`src/rtl/matrix_pkg.sv`:
```
// Shared types and constants for the 4x4 matrix-multiply sequencer.
// Latency: n/a (declarations only).
// Backpressure: n/a.
package matrix_pkg;

    localparam int N  = 4;
    localparam int DW = 32;
    localparam int NE = N * N;

    // Index of the last element; the sequencer stops after issuing it.
    localparam logic [3:0] K_LAST = 4'(NE - 1);

    typedef enum logic [1:0] {
        IDLE,
        ISSUE,
        WAIT,
        DONE
    } state_t;

    // Row-major element index: row*4+col.
    function automatic logic [3:0] idx(input logic [1:0] row, input logic [1:0] col);
        return {row, col};
    endfunction

endpackage

```
`src/rtl/matrix_mult_seq_if.sv`:
```
// Operand/result channel between the sequencer (master) and a 4-element dot-product unit (slave).
// Latency: n/a (wiring only).
// Backpressure: dp_valid/dp_ready handshake on the operand pair; results carry no backpressure.
//
// Signals: dp_valid/dp_ready request handshake, dp_a0..3 = row of A, dp_b0..3 = column of B,
//          dp_res_valid/dp_res scalar result returned by the dot-product unit.
interface matrix_mult_seq_if;
    import matrix_pkg::*;

    logic          dp_valid;
    logic          dp_ready;
    logic [DW-1:0] dp_a0;
    logic [DW-1:0] dp_a1;
    logic [DW-1:0] dp_a2;
    logic [DW-1:0] dp_a3;
    logic [DW-1:0] dp_b0;
    logic [DW-1:0] dp_b1;
    logic [DW-1:0] dp_b2;
    logic [DW-1:0] dp_b3;
    logic          dp_res_valid;
    logic [DW-1:0] dp_res;

    modport master (
        output dp_valid, dp_a0, dp_a1, dp_a2, dp_a3, dp_b0, dp_b1, dp_b2, dp_b3,
        input  dp_ready, dp_res_valid, dp_res
    );

    modport slave (
        input  dp_valid, dp_a0, dp_a1, dp_a2, dp_a3, dp_b0, dp_b1, dp_b2, dp_b3,
        output dp_ready, dp_res_valid, dp_res
    );

endinterface

```
`src/rtl/mat_regfile.sv`:
```
// 16 x DW register array with async clear, one write port and full parallel visibility.
// Latency: write visible on mem the cycle after we; rdata registered, 1 cycle (old value on same-cycle write).
// Backpressure: none; every write and read is accepted.
//
// Ports: clk, rst_n (async active-low clear of all entries and rdata),
//        we/waddr/wdata write port, raddr/rdata registered read port, mem = all entries in parallel.
module mat_regfile
    import matrix_pkg::*;
(
    input  logic                   clk,
    input  logic                   rst_n,
    input  logic                   we,
    input  logic [3:0]             waddr,
    input  logic [DW-1:0]          wdata,
    input  logic [3:0]             raddr,
    output logic [DW-1:0]          rdata,
    output logic [NE-1:0][DW-1:0]  mem
);

    always_ff @(posedge clk or negedge rst_n) begin
        if (!rst_n) begin
            mem   <= '0;
            rdata <= '0;
        end else begin
            if (we) begin
                mem[waddr] <= wdata;
            end
            rdata <= mem[raddr];
        end
    end

endmodule

```
`src/rtl/matrix_mult_seq.sv`:
```
// Sequencer for C = A x B (4x4): issues the 16 row/column pairs to a dot-product unit and stores results in C.
// Latency: busy/dp_valid one cycle after start; done = start + 1 + sum(issue + wait cycles); rd_data 1 cycle.
// Backpressure: operands held stable while dp_ready is low; one request outstanding; writes dropped unless idle.
//
// Ports: clk, rst_n; wr_en/wr_sel/wr_addr/wr_data operand load (A when wr_sel=0, B when 1);
//        start/busy/done control; rd_addr/rd_data registered C read; dp = dot-product channel (master side).
module matrix_mult_seq
    import matrix_pkg::*;
(
    input  logic          clk,
    input  logic          rst_n,
    input  logic          wr_en,
    input  logic          wr_sel,
    input  logic [3:0]    wr_addr,
    input  logic [DW-1:0] wr_data,
    input  logic          start,
    output logic          busy,
    output logic          done,
    input  logic [3:0]    rd_addr,
    output logic [DW-1:0] rd_data,
    matrix_mult_seq_if.master dp
);

    state_t                 state;
    logic [3:0]             k;
    logic                   dp_valid_q;

    logic [NE-1:0][DW-1:0]  a_mem;
    logic [NE-1:0][DW-1:0]  b_mem;
    logic [NE-1:0][DW-1:0]  c_mem_unused;
    logic [DW-1:0]          a_rd_unused;
    logic [DW-1:0]          b_rd_unused;

    logic                   a_we;
    logic                   b_we;
    logic                   c_we;
    logic [1:0]             row;
    logic [1:0]             col;

    // Operands can only change while idle, so the pair under issue never moves mid-handshake.
    assign a_we = wr_en & ~wr_sel & (state == IDLE);
    assign b_we = wr_en &  wr_sel & (state == IDLE);

    // Results are only meaningful in WAIT; strobes in any other state are stray and ignored.
    assign c_we = (state == WAIT) & dp.dp_res_valid;

    mat_regfile u_a (
        .clk   (clk),
        .rst_n (rst_n),
        .we    (a_we),
        .waddr (wr_addr),
        .wdata (wr_data),
        .raddr (rd_addr),
        .rdata (a_rd_unused),
        .mem   (a_mem)
    );

    mat_regfile u_b (
        .clk   (clk),
        .rst_n (rst_n),
        .we    (b_we),
        .waddr (wr_addr),
        .wdata (wr_data),
        .raddr (rd_addr),
        .rdata (b_rd_unused),
        .mem   (b_mem)
    );

    mat_regfile u_c (
        .clk   (clk),
        .rst_n (rst_n),
        .we    (c_we),
        .waddr (k),
        .wdata (dp.dp_res),
        .raddr (rd_addr),
        .rdata (rd_data),
        .mem   (c_mem_unused)
    );

    // k walks C in row-major order: upper bits pick the A row, lower bits the B column.
    assign row = k[3:2];
    assign col = k[1:0];

    assign dp.dp_a0 = a_mem[idx(row, 2'd0)];
    assign dp.dp_a1 = a_mem[idx(row, 2'd1)];
    assign dp.dp_a2 = a_mem[idx(row, 2'd2)];
    assign dp.dp_a3 = a_mem[idx(row, 2'd3)];
    assign dp.dp_b0 = b_mem[idx(2'd0, col)];
    assign dp.dp_b1 = b_mem[idx(2'd1, col)];
    assign dp.dp_b2 = b_mem[idx(2'd2, col)];
    assign dp.dp_b3 = b_mem[idx(2'd3, col)];

    assign dp.dp_valid = dp_valid_q;

    // busy, done and dp_valid are registered alongside the state so they track it with no decode glitches.
    always_ff @(posedge clk or negedge rst_n) begin
        if (!rst_n) begin
            state      <= IDLE;
            k          <= '0;
            busy       <= 1'b0;
            done       <= 1'b0;
            dp_valid_q <= 1'b0;
        end else begin
            done <= 1'b0;
            case (state)
                IDLE: begin
                    if (start) begin
                        k          <= '0;
                        state      <= ISSUE;
                        busy       <= 1'b1;
                        dp_valid_q <= 1'b1;
                    end
                end
                ISSUE: begin
                    if (dp.dp_ready) begin
                        state      <= WAIT;
                        dp_valid_q <= 1'b0;
                    end
                end
                WAIT: begin
                    if (dp.dp_res_valid) begin
                        if (k == K_LAST) begin
                            state <= DONE;
                            done  <= 1'b1;
                        end else begin
                            k          <= k + 4'd1;
                            state      <= ISSUE;
                            dp_valid_q <= 1'b1;
                        end
                    end
                end
                DONE: begin
                    state <= IDLE;
                    busy  <= 1'b0;
                end
                default: begin
                    state      <= IDLE;
                    busy       <= 1'b0;
                    dp_valid_q <= 1'b0;
                end
            endcase
        end
    end

endmodule

```
`src/flat_wrapper.sv`:
```
// flat-port wrapper written by rule: the top's interface ports become plain ports
module matrix_mult_seq_flat import matrix_pkg::*;
  (clk, rst_n, wr_en, wr_sel, wr_addr, wr_data, start, busy, done, rd_addr, rd_data, dp_dp_valid, dp_dp_a0, dp_dp_a1, dp_dp_a2, dp_dp_a3, dp_dp_b0, dp_dp_b1, dp_dp_b2, dp_dp_b3, dp_dp_ready, dp_dp_res_valid, dp_dp_res);
  matrix_mult_seq_if dp_i ();
  input  logic clk;
  input  logic rst_n;
  input  logic wr_en;
  input  logic wr_sel;
  input  logic [3:0] wr_addr;
  input  logic [DW-1:0] wr_data;
  input  logic start;
  output logic busy;
  output logic done;
  input  logic [3:0] rd_addr;
  output logic [DW-1:0] rd_data;
  output wire logic [$bits(dp_i.dp_valid)-1:0] dp_dp_valid;
  output wire logic [$bits(dp_i.dp_a0)-1:0] dp_dp_a0;
  output wire logic [$bits(dp_i.dp_a1)-1:0] dp_dp_a1;
  output wire logic [$bits(dp_i.dp_a2)-1:0] dp_dp_a2;
  output wire logic [$bits(dp_i.dp_a3)-1:0] dp_dp_a3;
  output wire logic [$bits(dp_i.dp_b0)-1:0] dp_dp_b0;
  output wire logic [$bits(dp_i.dp_b1)-1:0] dp_dp_b1;
  output wire logic [$bits(dp_i.dp_b2)-1:0] dp_dp_b2;
  output wire logic [$bits(dp_i.dp_b3)-1:0] dp_dp_b3;
  input wire logic [$bits(dp_i.dp_ready)-1:0] dp_dp_ready;
  input wire logic [$bits(dp_i.dp_res_valid)-1:0] dp_dp_res_valid;
  input wire logic [$bits(dp_i.dp_res)-1:0] dp_dp_res;
  assign dp_dp_valid = dp_i.dp_valid;
  assign dp_dp_a0 = dp_i.dp_a0;
  assign dp_dp_a1 = dp_i.dp_a1;
  assign dp_dp_a2 = dp_i.dp_a2;
  assign dp_dp_a3 = dp_i.dp_a3;
  assign dp_dp_b0 = dp_i.dp_b0;
  assign dp_dp_b1 = dp_i.dp_b1;
  assign dp_dp_b2 = dp_i.dp_b2;
  assign dp_dp_b3 = dp_i.dp_b3;
  assign dp_i.dp_ready = dp_dp_ready;
  assign dp_i.dp_res_valid = dp_dp_res_valid;
  assign dp_i.dp_res = dp_dp_res;
  matrix_mult_seq u_core (.clk(clk), .rst_n(rst_n), .wr_en(wr_en), .wr_sel(wr_sel), .wr_addr(wr_addr), .wr_data(wr_data), .start(start), .busy(busy), .done(done), .rd_addr(rd_addr), .rd_data(rd_data), .dp(dp_i));
endmodule
```
`config.mk`:
```
export PLATFORM = sky130hd
export DESIGN_NAME = matrix_mult_seq_flat
export DESIGN_NICKNAME = d
export VERILOG_FILES = /design/src/rtl/matrix_pkg.sv /design/src/rtl/matrix_mult_seq_if.sv /design/src/rtl/mat_regfile.sv /design/src/rtl/matrix_mult_seq.sv /design/src/flat_wrapper.sv
export SDC_FILE = /design/constraint.sdc
export NUM_CORES = 2
export LEC_CHECK = 0
export ABC_AREA = 1
export BUFFER_PORTS_ARGS = -buffer_cell sky130_fd_sc_hd__buf_2
export CAP_MARGIN = 40
export CELL_PAD_IN_SITES_DETAIL_PLACEMENT = 2
export CELL_PAD_IN_SITES_GLOBAL_PLACEMENT = 2
export CORE_UTILIZATION = 39
export CTS_BUF_LIST = sky130_fd_sc_hd__clkbuf_8
export CTS_CLUSTER_DIAMETER = 40
export DETAILED_ROUTE_END_ITERATION = 7
export MAX_ROUTING_LAYER = met4
export PLACE_DENSITY_LB_ADDON = 0.1
export SLEW_MARGIN = 20
export SYNTH_ARGS = -nofsm -noshare
export SYNTH_HDL_FRONTEND = slang
export SYNTH_SLANG_ARGS = --single-unit
```
`constraint.sdc`:
```
create_clock -name clk -period 2.32 [get_ports clk]
set_input_delay 0 -clock clk [delete_from_list [all_inputs] [get_ports clk]]
set_output_delay 0 -clock clk [all_outputs]
set_load 0.03 [all_outputs]
```
==> flow_summary.yaml <==
run_status:
  status: "finished, violations left"
  failing_checks: "negative setup slack"
yosys:
  yosys.area_share.adder: 0.000729
  post_synth_top_area_share: 0.575
  synthDominantAreaCellType: "dfrtp_1"
  total_of_flip_flops_plus_latches_after_synthesis: 1577
  yosys.area_share.simple: 0.199
  largest_family_of_logic_cells_by_synthesized_area: "simple AND/OR/NAND/NOR gates"
  largest_cells_by_area_after_synthesis: "dfrtp_1, nand2_1, o21ai_0"
  syn_inst: 8229
  ys_seq_area_frac: 0.575
  yosysUniqueCellTypes: 24
  synthesis.yosys.warnings: 0
  synth_area_per_cell_um2: 8.34
  synth_nets: 8312
  post_synth_xor_area_fraction: 0
  yosys-mux-area-fraction: 0
  complex_gate_fraction_of_the_synthesized_area: 0.152
  synth.cell_area_um2: 68600
routing:
  dr_total_vias: 63502
  drt_iter0_markers: 3796
  dr.pass1.iters: 7
  final_antenna_net_count: 0
  avgViaCountPerCell: 5.64
  routedWlPerCell_um: 26.3
  detail_route.drc_violations: 0
  route.final.wire_length_mm: 296
timing:
  final.setup_skew_ns: 0.0390
  normalized_max_slew_margin: 0.429
  finalHoldWorstSlack_ns: 0.104
  grt_setup_unrepaired: "yes"
  final.period_utilization: 1.20
  maxClockFrequency_mhz: 359
  totalNegativeSetupSlack_ns: -88.89
  total_count_of_hold_check_failures_in_the_final_report: 0
  finalWorstPathRequiredPeriod_ns: 2.78
  setup_violation_total_in_the_final_timing_report: 327
  setup_ws_ns: -0.464
  timing.final.max_slew_violations: 0
  tightest_slew_ns: 0.856
grt:
  total_global_routing_overflow: 0
  grt_start_max_net_pins: 107
  first_global_vias: 71971
  grt_antenna_before_repair: 11
  grt_pass1_wl_mm: 440
  grt_util_all_layers: 0.329
worst_setup_path:
  reg_to_reg_setup_timing_slack_ns: -0.09
  reg2reg_from: "u_core.state[1]$_DFFE_PN0P_"
  cp-startpoint: "u_core.k[0]$_DFFE_PN0P_"
  cp-start-kind: "flip-flop"
  cp.required_ns: 2.32
  crit-reg2reg-capture: "u_core.u_a.mem[216]$_DFFE_PN0P_"
  setup.worst_path.class: "reg -> out"
  endpoint_kind: "output port"
  critical_path_arrival_ns: 2.78
  critical_path.endpoint: "dp_dp_b3[7]"
  worst_r2r_path_depth: 7
  critical_path_peak_fanout: 6
floorplan:
  rows: 153
  die_area_um2: 178000
  initial_utilization: 0.394
  die_h_um: 421
  pin_count: 370
  die_x_um: 421
  placeableCoreArea_um2: 174000
place:
  dpl-instance-area_um2: 73800
  dp_hpwl_mm: 157
  port_buffers: 369
  place.detailed.instances: 10475
  gp_congestion: 0.799
final_layout:
  synthToLayoutAreaGrowth_pct: 24.8
  final_util: 0.491
  layout.cells.non_filler: 11251
  final_nets: 8795
  design_area_um2: 85600
  post_route_cells_drive_above_1_share: 0.157
power:
  max-vdd-ir-drop_mv: 0.929
  leak_pwr_uw: 0.0410
  powerDensity_nw_per_um2: 1130
cts:
  cts.sinks: 1577
  cts.htree.levels: 5
  clock_path_buffers: 4
  clock_latency_ns: 1.06
  cts_inserted_buffers: 319
  clock-root-buffer: "clkbuf_8"
  clk_pin_slew_worst_paths_ns: 0.07
  tritoncts: "yes"
run:
  drv_cap: 0
worst_hold_path:
  worstHoldPathType: "in -> reg"
[worst min-delay path by stage]
stage	from	end	slack, ns	depth (start not counted)
4_1_cts	wr_data[10]	u_core.u_b.mem[234]$_DFFE_PN0P_	0.001	5
5_1_grt	dp_dp_res[21]	u_core.u_c.mem[149]$_DFFE_PN0P_	0.04	4
6_report	dp_dp_res[21]	u_core.u_c.mem[469]$_DFFE_PN0P_	0.10	4
3_5_place_dp	rst_n	u_core.u_c.mem[329]$_DFFE_PN0P_	-0.04	1
3_3_place_gp	rst_n	u_core.u_c.mem[355]$_DFFE_PN0P_	-0.04	1
2_1_floorplan	rst_n	u_core.busy$_DFFE_PN0P_	-0.30	0
[cell type report]
cell class,instances,area [um2]
timing repair inverter,3,21.3
antenna,10,25.0
timing repair buffer,857,9470
multi-input combinational,5383,25300
clock inverter,132,821
sequential,1577,39500
fill,18529,88800
tap,2325,2910
clock buffer,393,5410
inverter,571,2200
[layer usage]
layer	vias up	part of all wire	wire, um	global-route usage
met2	1625	0.51	151000	0.570
met3	727	0.037	10900	0.0410
met4	0	0.052	15300	0.153
met5	-	0	0	-
li1	27613	-	-	-
met1	33537	0.40	119000	0.380
[flip-flops by register name, indices dropped and copies added, names as in the netlist]
name / cells
u_core.k: 4
u_core.dp.dp_valid: 1
u_core.u_c.rdata: 32
u_core.u_b.mem: 512
u_core.u_a.mem: 512
u_core.state: 2
u_core.busy: 1
u_core.done: 1
u_core.u_c.mem: 512
[what timing repair did]
item | in CTS | in global routing
endpoints found under the hold margin | 3154 | 0
buffers inserted | 29 | 16
gates resized for setup | 420 | 275
setup endpoints to repair | 256 | 708
hold buffers | 144 | 0
cloned | 29 | 23
pin swaps | 53 | 53
[placed cells by master (no fill, tap or decap), drive strengths merged]
cell            n
a21oi          35
a22oi          87
buf           691
bufbuf          1
bufinv         10
clkbuf        415
clkinv         27
clkinvlp        7
dfrtp        1577
diode          10
dlygate4sd3   143
ha              4
inv           662
nand2        2452
nand3         541
nand4          42
nor2          327
nor3            3
o21ai        1764
o22ai         128
[per-stage QoR]
stage	setup slack, ns	power, uW
2_1_floorplan	0.206	51100
3_3_place_gp	0.232	60200
3_5_place_dp	0.150	61500
4_1_cts	-0.466	94000
5_1_grt	-0.531	101000
6_report	-0.464	96900
[power breakdown]
part / switching [uW] / leakage (uW) / total [uW] / internal (uW)
combinational: 19900 / 0.0186 / 30700 / 10800
sequential: 3660 / 0.0188 / 37100 / 33400
clock: 12900 / 0.00354 / 29100 / 16200
total: 36400 / 0.0410 / 96900 / 60400
[synthesized netlist by cell type (all sizes together)]
master / n
nand4: 42
nand2: 2452
dfrtp: 1577
inv: 571
o22ai: 128
ha: 4
o21ai: 1764
clkbuf: 546
a21oi: 35
nor3: 3
a22oi: 87
nor2: 327
buf: 152
nand3: 541
[worst max-delay path: stages, from the launching register on]
cell and delay, ns:
dfrtp_4 0.59, buf_4 0.19, inv_6 0.08, buf_4 0.15
o21ai_0 0.10, o22ai_1 0.28, buf_4 0.22, buf_6 0.14
[cells by family after synthesis]
kind of cell	after synthesis
buffers and inverters	1269
AO/OA/AOI/OAI	2014
flip-flops	1577
adder cells (fa/ha/maj)	4
AND/OR/NAND/NOR	3365
(Power assumes the default switching activity.)
